$ cat config.mk
export PLATFORM = sky130hd
export DESIGN_NAME = rx_dec_loader
export DESIGN_NICKNAME = d
export VERILOG_FILES = /design/src/rtl/rx_dec_loader.sv
export SDC_FILE = /design/constraint.sdc
export NUM_CORES = 2
export LEC_CHECK = 0
export BUFFER_PORTS_ARGS = -buffer_cell sky130_fd_sc_hd__buf_4
export CORE_UTILIZATION = 56
export CTS_CLUSTER_SIZE = 16
export DETAILED_ROUTE_END_ITERATION = 10
export HOLD_SLACK_MARGIN = 0.12
export PLACE_DENSITY = 0.83
export SYNTH_ARGS = -nofsm -noshare
export SYNTH_HDL_FRONTEND = slang
export SYNTH_SLANG_ARGS = --single-unit
$ cat constraint.sdc
create_clock -name clk -period 6 [get_ports clk]
set_input_delay 0.3 -clock clk [delete_from_list [all_inputs] [get_ports clk]]
set_output_delay 0.3 -clock clk [all_outputs]
set_load 0.05 [all_outputs]
$ cat src/rtl/rx_dec_loader.sv
// ---------------------------------------------------------------------------
// rx_dec_loader
//
// ASCII-decimal sample loader sitting between uart_rx and the filter datapath.
// Parses a byte stream of decimal tokens separated by delimiters (space, ',',
// CR, LF), saturates each value to DATA_W bits and stores it in an internal
// DEPTH-entry buffer that is read back through a registered address port.
//
// Optional feature: define RX_DEC_LOADER_SIGNED_EN to accept a leading '-'
// and store two's-complement values clamped to the signed DATA_W range.
// Without it, '-' is a bad character and all values are unsigned.
//
// Parameters
//   DATA_W  stored sample width
//   DEPTH   samples per load (>= 2)
//   AW      read address width, derived from DEPTH
//
// Ports
//   clk         system clock
//   rst_n       asynchronous active-low reset
//   data_in     received character
//   data_valid  one-cycle strobe qualifying data_in
//   start       synchronous re-arm pulse (wins over data_valid)
//   rd_addr     read address
//   rd_data     read data, one cycle after rd_addr
//   count       samples stored since reset/start
//   busy        a token is in progress (DIGIT or DISCARD)
//   done        DEPTH samples stored
//   err         sticky: a malformed token was dropped
//   sat         sticky: a stored value was clamped
//
// state   | meaning
// --------+------------------------------------------------------------
// SKIP    | between tokens, delimiters ignored
// DIGIT   | accumulating a token (signed build: may hold just a '-')
// DISCARD | malformed token, waiting for a delimiter
// DONE    | buffer full, bytes ignored until start or reset
// ---------------------------------------------------------------------------
module rx_dec_loader #(
    parameter int DATA_W = 8,
    parameter int DEPTH  = 256,
    localparam int AW    = $clog2(DEPTH)
) (
    input  logic              clk,
    input  logic              rst_n,
    input  logic [7:0]        data_in,
    input  logic              data_valid,
    input  logic              start,
    input  logic [AW-1:0]     rd_addr,
    output logic [DATA_W-1:0] rd_data,
    output logic [AW:0]       count,
    output logic              busy,
    output logic              done,
    output logic              err,
    output logic              sat
);

    localparam int ACC_W = DATA_W + 5;
    localparam logic [ACC_W-1:0] TEN  = ACC_W'(10);
    localparam logic [AW:0]      LAST = (AW+1)'(DEPTH - 1);

    typedef enum logic [1:0] {
        SKIP    = 2'd0,
        DIGIT   = 2'd1,
        DISCARD = 2'd2,
        DONE    = 2'd3
    } state_t;

    state_t             state;
    logic [ACC_W-1:0]   acc;
    logic               have_digit;
    logic               tok_sat;

    logic [DATA_W-1:0]  mem [DEPTH];

    logic               is_digit;
    logic               is_delim;
    logic [ACC_W-1:0]   limit;
    logic [ACC_W-1:0]   step_base;
    logic [ACC_W-1:0]   step_raw;
    logic [ACC_W-1:0]   step_val;
    logic               step_ovf;
    logic [DATA_W-1:0]  wr_val;
    logic               commit;

    assign is_digit = (data_in >= 8'h30) && (data_in <= 8'h39);
    assign is_delim = (data_in == 8'h20) || (data_in == 8'h2C) ||
                      (data_in == 8'h0D) || (data_in == 8'h0A);

`ifdef RX_DEC_LOADER_SIGNED_EN
    localparam logic [ACC_W-1:0] POS_MAX = {6'd0, {(DATA_W-1){1'b1}}};
    localparam logic [ACC_W-1:0] NEG_MAX = {5'd0, 1'b1, {(DATA_W-1){1'b0}}};

    logic neg;
    logic is_minus;

    assign is_minus = (data_in == 8'h2D);
    // A digit seen in SKIP always begins a positive token, whatever the
    // sign of the previous one.
    assign limit    = (state == DIGIT && neg) ? NEG_MAX : POS_MAX;
    assign wr_val   = neg ? -acc[DATA_W-1:0] : acc[DATA_W-1:0];
`else
    localparam logic [ACC_W-1:0] UMAX = {5'd0, {DATA_W{1'b1}}};

    assign limit  = UMAX;
    assign wr_val = acc[DATA_W-1:0];
`endif

    // Accumulator is clamped after every digit, so acc*10+9 never overflows
    // ACC_W and the comparison against the limit stays exact however many
    // digits arrive.
    assign step_base = (state == DIGIT) ? acc : '0;
    assign step_raw  = step_base * TEN + {{(ACC_W-4){1'b0}}, data_in[3:0]};
    assign step_ovf  = (step_raw > limit);
    assign step_val  = step_ovf ? limit : step_raw;

    assign commit = !start && data_valid && (state == DIGIT) &&
                    is_delim && have_digit;

    assign busy = (state == DIGIT) || (state == DISCARD);

    always_ff @(posedge clk or negedge rst_n) begin
        if (!rst_n) begin
            state      <= SKIP;
            acc        <= '0;
            have_digit <= 1'b0;
            tok_sat    <= 1'b0;
            count      <= '0;
            done       <= 1'b0;
            err        <= 1'b0;
            sat        <= 1'b0;
`ifdef RX_DEC_LOADER_SIGNED_EN
            neg        <= 1'b0;
`endif
        end else if (start) begin
            state      <= SKIP;
            acc        <= '0;
            have_digit <= 1'b0;
            tok_sat    <= 1'b0;
            count      <= '0;
            done       <= 1'b0;
            err        <= 1'b0;
            sat        <= 1'b0;
`ifdef RX_DEC_LOADER_SIGNED_EN
            neg        <= 1'b0;
`endif
        end else if (data_valid) begin
            case (state)
                SKIP: begin
                    if (is_digit) begin
                        acc        <= step_val;
                        tok_sat    <= step_ovf;
                        have_digit <= 1'b1;
`ifdef RX_DEC_LOADER_SIGNED_EN
                        neg        <= 1'b0;
`endif
                        state      <= DIGIT;
`ifdef RX_DEC_LOADER_SIGNED_EN
                    end else if (is_minus) begin
                        acc        <= '0;
                        tok_sat    <= 1'b0;
                        have_digit <= 1'b0;
                        neg        <= 1'b1;
                        state      <= DIGIT;
`endif
                    end else if (!is_delim) begin
                        err   <= 1'b1;
                        state <= DISCARD;
                    end
                end

                DIGIT: begin
                    if (is_digit) begin
                        acc        <= step_val;
                        tok_sat    <= tok_sat | step_ovf;
                        have_digit <= 1'b1;
                    end else if (is_delim) begin
                        if (have_digit) begin
                            count <= count + 1'b1;
                            sat   <= sat | tok_sat;
                            if (count == LAST) begin
                                done  <= 1'b1;
                                state <= DONE;
                            end else begin
                                state <= SKIP;
                            end
                        end else begin
                            // lone '-' terminated by a delimiter
                            err   <= 1'b1;
                            state <= SKIP;
                        end
                    end else begin
                        err   <= 1'b1;
                        state <= DISCARD;
                    end
                end

                DISCARD: begin
                    if (is_delim) begin
                        state <= SKIP;
                    end
                end

                DONE: begin
                    state <= DONE;
                end

                default: begin
                    state <= SKIP;
                end
            endcase
        end
    end

    // Buffer has no reset: contents survive both reset and start.
    always_ff @(posedge clk) begin
        if (commit) begin
            mem[count[AW-1:0]] <= wr_val;
        end
    end

    always_ff @(posedge clk or negedge rst_n) begin
        if (!rst_n) begin
            rd_data <= '0;
        end else begin
            rd_data <= mem[rd_addr];
        end
    end

endmodule
==> impl_metrics.csv <==
group,metric,value,unit
sta,tns,0,ns
clock_network,clkTransAtPathRegs,0.07,ns
die,die_y,383.9,um
drt,routed-wl-met2,109600,um
clock_network,root_buffer,"clkbuf_16",
synth,seq_area_frac_synth,76.40,%
power_and_ir_drop,vdd_drop_max,0.0002150,V
global_route,grt_max_degree,211,
drt,wl_per_cell,38.00,um
drt,dr_wl_met3,27720,um
critical_path,cpPeakStageDelay,0.62,ns
sta,clock_skew,0.02827,ns
die,row_count,139,
sta,timing.hold.ws,0.1764,ns
synth,ys_ff_latch,2084,
clock_network,htreeDepth,4,
global_route,antenna_found_initial,10,
finish,layout_common_cells,"2048 x edfxtp_1, 608 x mux4_2, 295 x nor2_1, 189 x clkbuf_16, 90 x buf_4",
synth,synth_top_flop_cell,"edfxtp_1",
critical_path,cp_top_family,"compound AO/OA/AOI/OAI gates",
sta,clock.fmax,205.9,MHz
power_and_ir_drop,power.density,322.7,nW/um^2
drt,viasPerCell,7.108,
clock_network,cts_tree,"built",
critical_path,slowest_stage,"dlygate4sd3_1",
critical_path,crit_chain,"inv_1, ha_1, inv_1, nor2_1, ha_1, a211oi_1, o21ai_0, a32o_1, or4_1, a211o_1, a21oi_4, a211oi_1, dlygate4sd3_1",
sta,tightest_slew,1.284,ns
finish,syn_to_final_growth,10.85,%
drt,dr.pass1.iters,7,
critical_path,path_buf_inv,3,
critical_path,cp_max_fo,20,
sta,maxSlewHeadroom,13.59,%
clock_network,clock_path_buffers,3,
synth,syn_nets,3729,
global_route,grt_pass1_vias,42569,
die,die_w,383.9,um
clock_network,clock_sinks,2084,
sta,period_minus_slack,4.857,ns
placed_design,io_buffers,40,
sta,finalSetupViolCount,0,
critical_path,worstReg2RegStart,"state[1]",
synth,synth-edff-count,2048,
drt,route.detailed.drc,0,
drt,routed_wl,222500,um
placed_design,place_congestion,0.9132,
synth,syn-cell-area,81670,um^2
sta,period_share,80.95,%
power_and_ir_drop,power.share.combinational,2.8,%
sta,hold_viol,0,
min_path,hp-start,"data_in[7]",
finish,num-nets-final,3836,
die,coreArea,144200,um^2
critical_path,crit_path_end_kind,"register",
critical_path,start_kind,"register",
status,status,"finished clean",
drt,wl_met1,70690,um
finish,drive_gt1_share,25.60,%
power_and_ir_drop,clkPwrFrac,43.1,%
drt,vias,41611,
die,io_pins,41,
critical_path,worstPathArrival,5.56,ns
global_route,track_usage,30.83,%
global_route,grt_first_pass_wirelength,318600,um
power_and_ir_drop,switchingPower,0.006121,W
power_and_ir_drop,p_leak,23.57,nW
critical_path,critPathRequiredTime,6.70,ns
drt,drtIter0Drc,6934,
sta,drv_slew,0,
die,dieArea,147400,um^2
power_and_ir_drop,power_frac_seq,54.2,%
critical_path,crit_start,"state[1]",
clock_network,post_cts_buffers,0,
synth,async_flop_share,1.727,%
synth,synthCells,3681,
finish,final_common_cell,"edfxtp_1",
clock_network,clk_latency,0.83,ns
min_path,hold_class,"input pin to register",
die,initial_core_util,56.65,%
sta,rsz0062_at_grt,"no",
clock_network,numCtsBuffers,186,
global_route,gr-total-overflow,0,
synth,yosys.cell_types.count,63,
drt,highest_layer,"met5",
drt,postRouteAntennaNets,0,
job,maxCapViolCount,0,
synth,syn_area_per_cell,22.19,um^2
placed_design,dp.final_hpwl,114400,um
power_and_ir_drop,p_sw_share,20.95,%
critical_path,crit_type,"register to register",
synth,synth_warnings,0,
power_and_ir_drop,internal-power,0.02310,W
[worst paths after layout]
check,to,slack (ns),cells past startpoint
max,acc[0],1.14,13
max in group asynchronous,rd_data[4],5.17,4
min reg2reg,acc[10],0.48,1
min,acc[7],0.18,5
max reg2reg,acc[0],1.14,13
min in group asynchronous,sat,0.54,4
[cells in the mapped netlist, drive strengths merged, types with 13 or more instances]
| cell type | n | share of area (%) |
|---|---|---|
| a211oi | 24 | 0.22 |
| a21oi | 28 | 0.19 |
| a22oi | 16 | 0.15 |
| and2 | 15 | 0.11 |
| buf | 123 | 0.89 |
| clkbuf | 83 | 0.39 |
| dfrtp | 36 | 1.1 |
| edfxtp | 2048 | 75 |
| ha | 27 | 0.41 |
| inv | 15 | 0.069 |
| mux2i | 56 | 0.69 |
| mux4 | 608 | 17 |
| nand2 | 68 | 0.31 |
| nand2b | 20 | 0.15 |
| nand3 | 15 | 0.098 |
| nand4 | 13 | 0.10 |
| nor2 | 295 | 1.4 |
| nor2b | 23 | 0.18 |
| nor3 | 13 | 0.080 |
| nor4 | 13 | 0.11 |
| o22ai | 39 | 0.30 |
[stage by stage]
step | setup WS (ns) | power, W | utilization (%) | instance area (um^2) | cells
3_5_place_dp | 1.559 | 0.01691 | 58.31 | 84060 | 5486
4_1_cts | 1.288 | 0.02919 | 62.79 | 90520 | 5848
6_report | 1.143 | 0.02922 | 62.80 | 90540 | 5854
3_3_place_gp | 1.876 | 0.01689 | 58.31 | 84060 | 5486
5_1_grt | 0.9215 | 0.02969 | 62.79 | 90520 | 5848
2_1_floorplan | 0.007581 | 0.01669 | - | 81680 | 3681
[layer usage]
metal	vias to the layer above	track usage, %
met5	-	0
met4	8	16.98
met3	800	7.223
met2	3845	49.58
met1	21293	39.11
li1	15665	-
[logic make-up after synthesis]
family          Yosys count  share of synthesized area [%]
buf+inv                 221                          1.347
mux                     664                          17.45
compound gates          157                          1.314
xor+xnor                 22                         0.2359
flops                  2084                          76.40
fa+ha+maj                28                         0.4381
simple gates            505                          2.813
[repair_timing]
action,4_1_cts,5_1_grt
endpoints found under the hold margin,60,0
gates resized for setup,0,0
hold buffers,17,0
[worst reg2reg max path, delay by kind of cell (launching register included)]
kind	cells	cell delay [ns]
AO/OA/AOI/OAI	6	1.59
adder cells (fa/ha/maj)	2	0.87
buffers and inverters	3	1.08
flip-flops	1	0.42
AND/OR/NAND/NOR	2	0.78
[state kept, by name, indices dropped and copies added (netlist names), 2 cells and up]
register  count
rd_data       8
mem        2048
state         2
acc          12
count         9
[cell type report]
cell class                 count  area [um^2]
clock buffer                 215         4837
fill                        8548        53640
clock inverter               130         1433
inverter                      15        56.30
sequential                  2084        62430
multi-input combinational   1376        18180
timing repair buffer         125         1205
tap                         1903         2381
antenna                        6        15.01
[power by group through the flow]
stage          Clock (W)  Combinational (W)  Sequential [W]
4_1_cts           0.0126           0.000804          0.0158
3_3_place_gp           0           0.000751          0.0161
2_1_floorplan          0           0.000517          0.0162
6_report          0.0126           0.000815          0.0158
3_5_place_dp           0           0.000767          0.0161
5_1_grt           0.0130           0.000840          0.0158
Note: power is estimated with default switching activity, not from simulation.
